==> src/rtl/mem_march_tester.sv <==
// March BIST initiator for a single-port byte memory.
// Three march elements: W0 up, R0/W1 up, R1 down; checks every read.
module mem_march_tester #(
    parameter logic [7:0] ADDR_LAST = 8'd254,
    parameter logic [7:0] PATTERN   = 8'h55
) (
    input  logic       clk,
    input  logic       rst,
    input  logic       start,
    output logic       mem_en,
    output logic       mem_rw,
    output logic [7:0] mem_addr,
    output logic [7:0] mem_wdata,
    input  logic [7:0] mem_rdata,
    output logic       busy,
    output logic       done,
    output logic       pass,
    output logic [7:0] err_count,
    output logic [7:0] first_err_addr
);

    typedef enum logic [2:0] {
        S_IDLE,
        S_W0,
        S_R0W1,
        S_R1,
        S_DRAIN
    } state_t;

    state_t     state_q, state_d;
    logic       ph_q, ph_d;
    logic       chk_q, chk_d;
    logic [7:0] chk_addr_q, chk_addr_d;
    logic       mem_en_q, mem_en_d;
    logic       mem_rw_q, mem_rw_d;
    logic [7:0] mem_addr_q, mem_addr_d;
    logic [7:0] mem_wdata_q, mem_wdata_d;
    logic       busy_q, busy_d;
    logic       done_q, done_d;
    logic       pass_q, pass_d;
    logic [7:0] err_count_q, err_count_d;
    logic [7:0] first_err_q, first_err_d;

    logic       cmp_en;
    logic [7:0] cmp_exp;
    logic [7:0] cmp_addr;
    logic       mismatch;

    always_comb begin
        state_d     = state_q;
        ph_d        = ph_q;
        chk_d       = chk_q;
        chk_addr_d  = chk_addr_q;
        mem_en_d    = mem_en_q;
        mem_rw_d    = mem_rw_q;
        mem_addr_d  = mem_addr_q;
        mem_wdata_d = mem_wdata_q;
        busy_d      = busy_q;
        done_d      = 1'b0;
        pass_d      = pass_q;
        err_count_d = err_count_q;
        first_err_d = first_err_q;
        cmp_en      = 1'b0;
        cmp_exp     = PATTERN;
        cmp_addr    = mem_addr_q;

        unique case (state_q)
            S_IDLE: begin
                mem_en_d = 1'b0;
                if (start) begin
                    state_d     = S_W0;
                    mem_en_d    = 1'b1;
                    mem_rw_d    = 1'b1;
                    mem_addr_d  = 8'd0;
                    mem_wdata_d = PATTERN;
                    busy_d      = 1'b1;
                    pass_d      = 1'b0;
                    err_count_d = 8'd0;
                    first_err_d = 8'd0;
                end
            end
            S_W0: begin
                if (mem_addr_q == ADDR_LAST) begin
                    state_d    = S_R0W1;
                    mem_addr_d = 8'd0;
                    mem_rw_d   = 1'b0;
                    ph_d       = 1'b0;
                end else begin
                    mem_addr_d = mem_addr_q + 8'd1;
                end
            end
            S_R0W1: begin
                if (!ph_q) begin
                    ph_d        = 1'b1;
                    mem_rw_d    = 1'b1;
                    mem_wdata_d = ~PATTERN;
                end else begin
                    // read data for this address is on mem_rdata now
                    cmp_en   = 1'b1;
                    ph_d     = 1'b0;
                    mem_rw_d = 1'b0;
                    if (mem_addr_q == ADDR_LAST) begin
                        state_d    = S_R1;
                        mem_addr_d = ADDR_LAST;
                        chk_d      = 1'b0;
                    end else begin
                        mem_addr_d = mem_addr_q + 8'd1;
                    end
                end
            end
            S_R1: begin
                cmp_en     = chk_q;
                cmp_exp    = ~PATTERN;
                cmp_addr   = chk_addr_q;
                chk_d      = 1'b1;
                chk_addr_d = mem_addr_q;
                if (mem_addr_q == 8'd0) begin
                    state_d  = S_DRAIN;
                    mem_en_d = 1'b0;
                end else begin
                    mem_addr_d = mem_addr_q - 8'd1;
                end
            end
            S_DRAIN: begin
                cmp_en   = 1'b1;
                cmp_exp  = ~PATTERN;
                cmp_addr = chk_addr_q;
                state_d  = S_IDLE;
                done_d   = 1'b1;
                busy_d   = 1'b0;
            end
            default: begin
                state_d = S_IDLE;
            end
        endcase

        mismatch = cmp_en && (mem_rdata != cmp_exp);
        if (mismatch) begin
            if (err_count_q == 8'd0) first_err_d = cmp_addr;
            if (err_count_q != 8'hFF) err_count_d = err_count_q + 8'd1;
        end
        if (state_q == S_DRAIN) pass_d = (err_count_d == 8'd0);
    end

    always_ff @(posedge clk) begin
        if (rst) begin
            state_q     <= S_IDLE;
            ph_q        <= 1'b0;
            chk_q       <= 1'b0;
            chk_addr_q  <= 8'd0;
            mem_en_q    <= 1'b0;
            mem_rw_q    <= 1'b0;
            mem_addr_q  <= 8'd0;
            mem_wdata_q <= 8'd0;
            busy_q      <= 1'b0;
            done_q      <= 1'b0;
            pass_q      <= 1'b0;
            err_count_q <= 8'd0;
            first_err_q <= 8'd0;
        end else begin
            state_q     <= state_d;
            ph_q        <= ph_d;
            chk_q       <= chk_d;
            chk_addr_q  <= chk_addr_d;
            mem_en_q    <= mem_en_d;
            mem_rw_q    <= mem_rw_d;
            mem_addr_q  <= mem_addr_d;
            mem_wdata_q <= mem_wdata_d;
            busy_q      <= busy_d;
            done_q      <= done_d;
            pass_q      <= pass_d;
            err_count_q <= err_count_d;
            first_err_q <= first_err_d;
        end
    end

    assign mem_en         = mem_en_q;
    assign mem_rw         = mem_rw_q;
    assign mem_addr       = mem_addr_q;
    assign mem_wdata      = mem_wdata_q;
    assign busy           = busy_q;
    assign done           = done_q;
    assign pass           = pass_q;
    assign err_count      = err_count_q;
    assign first_err_addr = first_err_q;

endmodule

==> config.mk <==
export PLATFORM = sky130hd
export DESIGN_NAME = mem_march_tester
export DESIGN_NICKNAME = d
export VERILOG_FILES = /design/src/rtl/mem_march_tester.sv
export SDC_FILE = /design/constraint.sdc
export NUM_CORES = 1
export LEC_CHECK = 0
export ABC_CLOCK_PERIOD_IN_PS = 5500
export CAP_MARGIN = 20
export CORE_ASPECT_RATIO = 0.8
export CORE_MARGIN = 1
export CORE_UTILIZATION = 28
export DETAILED_ROUTE_END_ITERATION = 10
export PLACE_DENSITY = 0.46
export SLEW_MARGIN = 20
export SYNTH_ARGS = -nofsm -noshare
export SYNTH_HDL_FRONTEND = slang
export SYNTH_SLANG_ARGS = --single-unit
==> constraint.sdc <==
create_clock -name clk -period 5.5 [get_ports clk]
set_clock_uncertainty 0.1 [all_clocks]
set_input_delay 1.375 -clock clk [delete_from_list [all_inputs] [get_ports clk]]
set_output_delay 1.375 -clock clk [all_outputs]
set_load 0.03 [all_outputs]
# Word-level counts from Yosys, hierarchy flattened
# Index checks and enable logic that the tools add are counted.
[word_totals] ff_bits=50 latchBits=0 ram_bits=0 rom_bits=0 input_bits=11 output_inout_bits=37 word_cells=95 mem_count=0
[classes] n_addsub=3 n_mul=0 div=0 n_lt_le_gt_ge=0 eq_ne=14 shifts=0 muxes=42 bitwise=0 reduce_logical=23
[op_table] operator="two-way mux 8 bit" n=17
[op_table] operator="case mux 8 bit (4 select lines)" n=1
[op_table] operator="logical NOT 8 bit" n=3
[op_table] operator="adder 8 x 1 -> 8 bit (second input constant)" n=2
[op_table] operator="case mux 8 bit (2 select lines)" n=1
[op_table] operator="two-way mux 3 bit" n=5
[op_table] operator="inequality test 2 bit (second input constant)" n=7
[op_table] operator="case mux 3 bit (4 select lines)" n=1
[op_table] operator="nonzero test 2 bit" n=6
[op_table] operator="two-way mux 1 bit" n=11
[op_table] operator="AND reduction 3 bit" n=3
[op_table] operator="== test 8 bit (second input constant)" n=1
[op_table] operator="inequality test 8 bit" n=1
[op_table] operator="inequality test 8 bit (second input constant)" n=1
[op_table] operator="case mux 1 bit (2 select lines)" n=4
[op_table] operator="AND reduction 2 bit" n=4
[op_table] operator="subtractor 8 x 1 -> 8 bit (second input constant)" n=1
[op_table] operator="== test 3 x 2 -> 1 bit (second input constant)" n=2
[op_table] operator="case mux 1 bit (3 select lines)" n=2
[op_table] operator="AND reduction 5 bit" n=1
[op_table] operator="AND reduction 4 bit" n=1
[op_table] operator="nonzero test 4 bit" n=1
[op_table] operator="== test 3 x 1 -> 1 bit (second input constant)" n=1
[op_table] operator="== test 3 bit (second input constant)" n=1
[op_table] operator="4 further kinds" n=4

# Depth between registers and ports, before layout
# Gate-level depths: netlist of the first run.
[depth] ltp_word=8 depth_mapped=10 mapped_depth_nobuf=8

# Worst setup path after synthesis of the first run
# Ideal clock, no wire load.
[synth_timing] path_type="input to register" startpoint="input port mem_rdata[1]" endpoint="register err_count_q[1], in the netlist err_count[1]" setup_time_ps=70 arrival_time_ps=2627 required_time_ps=5330 path_slack_ps=2702 cell_stages=6 path_buffers=0 path_cell_list="nor4bb_1 -> a21oi_2 -> o21ai_2 -> nor2_1 -> or3_1 -> a21oi_1"
[synth_via] elab_chain_len=3
[synth_rtl] element="start, declared" line_no="14" source="input logic [7:0] mem_rdata,"
[synth_rtl] element="inequality test 8 bit" line_no="137" source="mismatch = cmp_en && (mem_rdata != cmp_exp);"
[synth_rtl] element="logical AND 1 bit" line_no="137"
[synth_rtl] element="two-way mux 8 bit" line_no="138" source="if (mismatch) begin"
[synth_rtl] element="end signal, assigned" line_no="172" source="err_count_q <= err_count_d;"
[synth_rtl] element="end, declared" line_no="41" source="logic [7:0] err_count_q, err_count_d;"
# Every way passes these cells.
# A chain may end at the register's enable or synchronous reset.

# Final worst setup path of the first run
[layout_timing] startpoint="input port start" endpoint="register pass_q, in the netlist pass"
[layout_via] elab_chain_len=6 word_cells_on_any_way=8 classes_between="5 x mux; 3 x reduce/logical"
[layout_rtl] element="start, declared" line_no="9" source="input logic start,"
[layout_rtl] element="two-way mux 8 bit" line_no="70" source="if (start) begin"
[layout_rtl] element="two-way mux 8 bit" line_no="67" source="unique case (state_q)"
[layout_rtl] element="two-way mux 8 bit" line_no="140" source="if (err_count_q != 8'hFF) err_count_d = err_count_q + 8'd1;"
[layout_rtl] element="two-way mux 8 bit" line_no="138"
[layout_rtl] element="logical NOT 8 bit" line_no="142" source="if (state_q == S_DRAIN) pass_d = (err_count_d == 8'd0);"
[layout_rtl] element="two-way mux 1 bit" line_no="142"
[layout_rtl] element="end signal, assigned" line_no="171" source="pass_q <= pass_d;"
[layout_rtl] element="end, declared" line_no="40" source="logic pass_q, pass_d;"
# Several ways; a longest one is shown, not always the timed one.

==> results, run 1 <==
- The reported max-cap violation count is 0.
- The final reports fail on DRC.
- The startpoint type of the worst setup path is an input pin.
- 0 antenna diodes ended up in the layout.
- Of the post-synthesis cell area, the dominant cell type holds 0.323.
- The number of iterations in the first detailed-routing pass is 7.
- Routability-driven placement finished with a final weighted congestion of between 0.8 and 0.9.
- The number of nets with antenna violations after detailed routing is 0.
- The share of layout cells above drive strength 1 is 0.0628.
- The path class of the tightest hold or removal check is reg2reg.
- The number of core rows is 31.
- The standard cell core area is ~9200 sq um.
- The library cells used most frequently in the layout, excluding fill and tap cells, are 47 x sky130_fd_sc_hd__nand2_1, 47 x sky130_fd_sc_hd__clkdlybuf4s50_1, 44 x sky130_fd_sc_hd__dfxtp_1.
- Dividing total power by cell area gives a power density of ~270 nW/um^2.
- Yosys attributes the largest share of cell area to sky130_fd_sc_hd__dfxtp_1 32%, sky130_fd_sc_hd__a21oi_1 6.8%, sky130_fd_sc_hd__nand2_1 6.5%.
- The average routed wire per standard cell is approximately 16 microns.
- The endpoint identified for the worst register-to-register timing path is err_count[4].
- Along the worst hold path, the cell count comes to 2.
- For this block, the initial DRC count from the detailed router was 145.
- The run finished, with violations left.
- The count of boundary I/O pins is between 40 and 50.
- The critical path capture point type is a register.
- The floorplan step set the die width to 112 microns.
- The share of the clock period used by the worst path after layout is 0.625.
- The net count after synthesis is 374.
- The layout has 990 filler cells.
- For this run, the total global-route usage over all layers was measured as 0.159.
- The worst slew margin relative to its limit is 0.410.
- After synthesis, the netlist uses 64 different library cells.
- The count of final max-slew check failures was 0.
- The biggest area consumer among synthesized cells is sky130_fd_sc_hd__dfxtp_1.
- The top fanout value on the critical path is 17.
- The initial antenna violation count came to 0.
- The number of buffers added on ports is 47.
- The highest achievable clock rate is between 0.2 and 0.3 GHz.
- Relative to the synthesized area, the layout overhead comes to 22.8%.
- The start point of the critical path is start.
- The floorplan step defined a die boundary enclosing 10100 sq um.
- The number of global-route vias before repair is 2366.
- In this run the critical register-to-register path is launched from state_q[1].
- The pin count of the biggest net entering global routing is 39.
- The critical path is of the in2reg type.
- Synthesis inferred 44 register bits.
- The count of hold-fix buffers inserted at cts is 0.
- The final layout contains slightly below 400 nets.
- The worst setup margin is slightly above 2 ns.
- After routing the design area is around 3300 sq um.
- The HPWL after detailed placement is 5330 microns.
- The proportion of synthesized chip area in sequential cells is 0.323.
- The later pin in the worst-skew pair is clocked with a latency of around 0.28 ns.
- The reg2reg setup slack is 2.33 ns.
- The routed via count divided by cell count is between 5 and 6.
- After clock tree synthesis, the repair step resized 0 gates.
- TritonCTS built the clock tree.
- Summing every instance area after synthesis gives between 2000 and 3000 sq um.
- The sum of negative setup slack is 0 ns.
- The total setup violations reported at the end of the flow is 0.
- The placement-stage worst setup slack is 1.79 ns.
- The reported leakage power is 0.00111 uW.
- The root buffer cell chosen for the clock tree is sky130_fd_sc_hd__clkbuf_16.
- The mean area per synthesized cell is roughly 7.6 sq um.
- The total congestion overflow is 0.
- The depth of the worst register-to-register path is 6.
- The worst path required time is between 5 and 6 ns.
- The first-pass GRT wire length is ~13000 microns.
- Buffers added to address setup during post-CTS repair amount to 0.
- The launch point of the worst hold path is chk_addr_q[0].
- Counting every instance in the synthesized netlist gives approximately 360.
- From bottom edge to top edge, the die measures around 90 microns.
- After clock tree synthesis, the clock-pin slew on the worst setup and hold paths is 0.06 ns.
- For this block, the routed nets add up to slightly below 8000 microns of wire.
- The cell area reported after detailed placement is around 3200 sq um.
- CTS built an H-tree with a depth of 2.
- The peak supply drop is between 0.0001 and 0.00015 V.
- The critical path data arrival time is roughly 3.5 ns.
- The detailed router placed ~2600 vias in this run.
- Setup repair after global routing left no endpoint under its margin.
- No sink is reached through more buffers than the 2 on the longest clock path.
- The most instantiated flip-flop cell in the synthesis netlist is sky130_fd_sc_hd__dfxtp_1.
- For this configuration, the core starts out at a cell density of 0.295.
- In this run, CTS created clock tree buffers numbering 5.
- The number of enable-type register cells in the synthesized netlist is 0.
- At the pin with the least slew margin, the transition time is 0.886 ns.
- Of all flip-flops after synthesis, the portion carrying an async set or reset was 0.
- The final hold violation count is 0.
- The number of sinks handled by clock tree synthesis is 44.
- For hold timing, the worst endpoint is chk_addr_q[0].
- For this run, design rule violations remaining after detail routing come to 5.
- For this run, the number of Yosys warnings is 0.
- The worst path in the final design needs a cycle of roughly 3.4 ns, including I/O delays and setup.
[registers in the layout, indices dropped and copies added, names as in the netlist]
name and count:
chk_addr_q 8, err_count 8, first_err_addr 8, mem_addr 8, state_q 3, mem_wdata 2
busy 1, chk_q 1, done 1, mem_en 1, mem_rw 1, pass 1
ph_q 1
[how the worst max path moves through the flow]
| stage | endpoint | slack (ns) |
|---|---|---|
| finish | pass | 2.07 |
| global route | pass | 1.95 |
| CTS | pass | 2.07 |
| detailed placement | pass | 1.79 |
| global placement | pass | 1.91 |
| floorplan | err_count[1] | 2.70 |
[synth_stat cells (4+ instances only)]
library cell,n
sky130_fd_sc_hd__nand2_1,47
sky130_fd_sc_hd__dfxtp_1,44
sky130_fd_sc_hd__a21oi_1,37
sky130_fd_sc_hd__o21ai_0,33
sky130_fd_sc_hd__nor2_1,26
sky130_fd_sc_hd__nand3_1,21
sky130_fd_sc_hd__clkbuf_1,17
sky130_fd_sc_hd__buf_4,11
sky130_fd_sc_hd__nor3_1,11
sky130_fd_sc_hd__inv_1,10
sky130_fd_sc_hd__a21o_1,8
sky130_fd_sc_hd__ha_1,5
sky130_fd_sc_hd__xor2_1,5
sky130_fd_sc_hd__and2_1,4
sky130_fd_sc_hd__nor4bb_1,4
[critical path: stages]
cell and delay (ns):
sky130_fd_sc_hd__clkdlybuf4s50_1 0.59, sky130_fd_sc_hd__nand3_1 0.58, sky130_fd_sc_hd__a2111oi_0 0.60, sky130_fd_sc_hd__mux2i_1 0.13, sky130_fd_sc_hd__o31ai_1 0.24
[cell families after synthesis]
kind of cell | after synthesis | share of synthesized area
XOR/XNOR | 8 | 0.0257
multiplexers | 4 | 0.0156
AO/OA/AOI/OAI | 111 | 0.258
AND/OR/NAND/NOR | 142 | 0.270
buffers and inverters | 44 | 0.0849
flip-flops | 44 | 0.323
adder cells (fa/ha/maj) | 5 | 0.0230
[area by class of cell]
class	instances	area, sq um	area share
multi-input combinational	270	1610	0.482
sequential	44	881	0.263
timing repair buffer	49	485	0.145
clock buffer	7	153	0.0456
tap	115	144	0.0430
inverter	11	41.3	0.0123
clock inverter	1	30.0	0.00897
[per-layer routing]
layer  global-route usage  vias to the layer above  wire [microns]
met5                    0                        -               0
met4               0.0300                        0              45
met3               0.0297                        6             379
met2                0.236                       73            3340
met1                0.236                     1199            4100
li1                     -                     1323               -
[through the flow]
stage | cells | util | total power, uW | hold slack [ns]
finish | 497 | 0.363 | 906 | 0.357
global route | 497 | 0.363 | 951 | 0.381
CTS | 497 | 0.363 | 917 | 0.355
detailed placement | 489 | 0.343 | 552 | 0.346
global placement | 489 | 0.343 | 552 | 0.340
floorplan | 358 | - | 498 | 0.333
[report_power, final]
group | leakage, uW | internal, uW | switching, uW | total [uW]
logic | 0.000667 | 76.1 | 114 | 190
clock network | 0.0000901 | 239 | 123 | 362
registers | 0.000356 | 330 | 24.3 | 354
(Power assumes the default switching activity.)
==> run 2: changes to the inputs <==
- ABC_CLOCK_PERIOD_IN_PS: 5500 -> 2800
- PLACE_DENSITY: 0.46 -> 0.47
- clock period: 5.5 -> 2.8 ns (I/O delays scaled with it)
==> run 2 against run 1 <==
The flow still finishes with violations (DRC). Setup slack lost 1.8 ns. Global-route usage grew 0.78 points. Non-clock buffer count grew 21. Clock power grew 60%. Via count grew 6.3%. Clock-buffer cell count shrank 2. Worst hold slack lost 0.0036 ns. Power grew 86%. Die area is the same. Sequential share of layout area shrank 0.90 points. First-iteration DRC count grew 9.7%. Critical path depth grew 2. Critical path type unchanged.
==> results, run 2 (synthesis gave the netlist of run 1 again) <==
- The final cell area excluding filler cells was 3470 sq um (+3.6%).
- The reported max-cap violation count was 0 (unchanged).
- The setup path with the least slack is of type in2reg.
- The count of hold-fix buffers inserted at cts is 0 (unchanged).
- The pin count of the biggest net entering global routing was 22 (-44%).
- The placement-stage worst setup slack is -0.00191 ns (-1.79 ns).
- The slew at the pin closest to its max-slew limit is 0.516 ns (-0.369 ns).
- The number of nets in the layout is 418 (+5.3%).
- The initial antenna violation count is 0 (unchanged).
- The launch point of the worst hold path is chk_addr_q[1].
- The number of iterations in the first detailed-routing pass is 7 (unchanged).
- The wire length reported by the detailed router is 8160 microns (+3.8%).
- In this run the clock root is driven by a sky130_fd_sc_hd__clkbuf_16.
- The post-cts sizing count is 0 (unchanged).
- The number of nets with antenna violations after detailed routing came to 0 (unchanged).
- The share of layout cells above drive strength 1 came to 0.112 (+0.0488).
- The tightest min-delay check is of the reg2reg type.
- The met1 usage in global routing was 0.248 (+0.0118).
- The cell area reported after detailed placement is 3320 sq um (+5.0%).
- The placed wire-length estimate came to 5800 microns (+8.8%).
- The worst setup margin is 0.250 ns (-1.81 ns).
- The number of global-route vias before repair came to 2563 (+8.3%).
- The horizontal die dimension came to 112 microns (unchanged).
- The area enclosed by the die boundary is 10100 sq um (unchanged).
- The count of final max-slew check failures was 0 (unchanged).
- The count of boundary I/O pins was 48 (unchanged).
- The total setup violations reported at the end of the flow was 0 (unchanged).
- The met3 track demand over resource was 0.0256 (-0.00405).
- The power density over the cells is 486 nW/um^2 (+80%).
- Compared with the post-synthesis result, the final layout area differs by 27.2%.
- The startpoint type of the worst setup path is an input pin.
- The number of antenna repair diodes came to 0 (unchanged).
- The number of DRC violations after detailed routing is 4 (-1).
- The number of H-tree levels is 2 (unchanged).
- In this run the critical register-to-register path is launched from mem_addr[0].
- The peak supply drop was 0.000226 V (+86%).
- The worst slew margin relative to its limit came to 0.655 (+0.245).
- The worst path required time is 2.92 ns (-2.67 ns).
- The critical path data arrival time came to 2.67 ns (-0.86 ns).
- The number of core rows was 31 (unchanged).
- The clock input transition at the sequential cells of the worst setup and hold paths is 0.06 ns (about the same).
- The top fanout value on the critical path is 4 (-13).
- The met2 usage is 0.244 (+0.00828).
- The total congestion overflow came to 0 (unchanged).
- The routability congestion estimate is 0.815 (-1.4%).
- The library cells used most frequently in the layout, excluding fill and tap cells, are 47 x sky130_fd_sc_hd__nand2_1, 47 x sky130_fd_sc_hd__clkdlybuf4s50_1, 44 x sky130_fd_sc_hd__dfxtp_1.
- The first-pass GRT wire length was 13500 microns (+5.2%).
- The worst setup path is captured at a register.
- The via count is 2764 (+6.3%).
- Setup repair after global routing left no endpoint under its margin.
- The buffer depth of the longest clock path is 2 (unchanged).
- The standard cell core area is 9230 sq um (unchanged).
- The clock period minus worst slack is about 2.5 ns.
- The total clock buffers created by CTS was 5 (unchanged).
- The routed via count divided by cell count is 5.34 (+2.0%).
- The total routing usage reported by global routing is 0.166 (+0.00779).
- The number of setup buffers added after CTS was 0 (unchanged).
- The critical path starts at mem_rdata[7].
- The clock latency on the worst-skew pair is 0.28 ns (about the same).
- The detailed router's first-iteration violation count is 159 (+9.7%).
- The initial core utilization was 0.295 (unchanged).
- The height of the die is 90.2 microns (unchanged).
- The number of sinks handled by clock tree synthesis is 44 (unchanged).
- The worst hold slack is 0.354 ns (-0.00363 ns).
- met1 is the most crowded layer.
- TritonCTS built the clock tree.
- The final hold violation count was 0 (unchanged).
- The share of the clock period used by the worst path after layout is 0.911.
- The reported leakage power came to 0.00120 uW (+8.0%).
- The run finished, with violations left.
- The average routed wire per standard cell is 15.8 microns (-0.43%).
- Derived from the worst setup path, the maximum achievable clock frequency is slightly below 0.4 GHz.
- The checks that failed: DRC.
- The number of buffers added on ports came to 47 (unchanged).
[run 2: changes by cell type in the layout (fill, tap and decap cells not counted)]
cell / before / now
sky130_fd_sc_hd__buf_4: 2 / 23
sky130_fd_sc_hd__clkbuf_8: 2 / 0
sky130_fd_sc_hd__clkinv_2: 0 / 2
sky130_fd_sc_hd__bufinv_16: 1 / 0
sky130_fd_sc_hd__clkinv_4: 0 / 1
[run 2: layout make-up]
class                           count  area, sq um
Fill cell                         978         5770
Multi-Input combinational cell    270         1610
Sequential cell                    44          881
Timing Repair Buffer               70          643
Tap cell                          115          144
Clock buffer                        5          125
Inverter                           11         41.3
Clock inverter                      3         18.8
[run 2: report_power, final]
group,switching (uW),leakage (uW),internal [uW]
clock network,251,0.0000736,329
logic,252,0.000772,176
registers,28.4,0.000356,648
total,532,0.00120,1150
[run 2: metal layers]
metal  routed length (microns)  vias up
li1                          -     1365
met1                      4220     1315
met2                      3490       72
met3                       350       12
met4                        97        0
met5                         0        -
[run 2: final timing paths]
check	endpoint	slack, ns	cells after the start
worst max register to register	mem_addr[2]	0.29	8
worst min-delay path	chk_addr_q[1]	0.35	2
worst max-delay path	err_count[4]	0.25	7
worst min register to register	chk_addr_q[1]	0.35	2
[run 2: worst max-delay path: stages]
cell,delay [ns]
sky130_fd_sc_hd__clkdlybuf4s50_1,0.42
sky130_fd_sc_hd__nor4bb_1,0.16
sky130_fd_sc_hd__a2bb2oi_1,0.29
sky130_fd_sc_hd__o21ai_2,0.15
sky130_fd_sc_hd__nor4b_1,0.48
sky130_fd_sc_hd__mux2_2,0.39
sky130_fd_sc_hd__nor2_1,0.08
[run 2: per-stage QoR]
step           std cells  TNS [ns]   util  total power, uW
2_1_floorplan        358         0      -              979
3_3_place_gp         510   -0.0466  0.360             1120
3_5_place_dp         510  -0.00191  0.360             1120
4_1_cts              518         0  0.375             1710
5_1_grt              518         0  0.375             1770
6_report             518         0  0.375             1680
==> run 3: changes to the inputs <==
- ABC_CLOCK_PERIOD_IN_PS: 2800 -> default
==> results of run 3 <==
No change in the layout: final DEF, timing and power equal those of run 2.
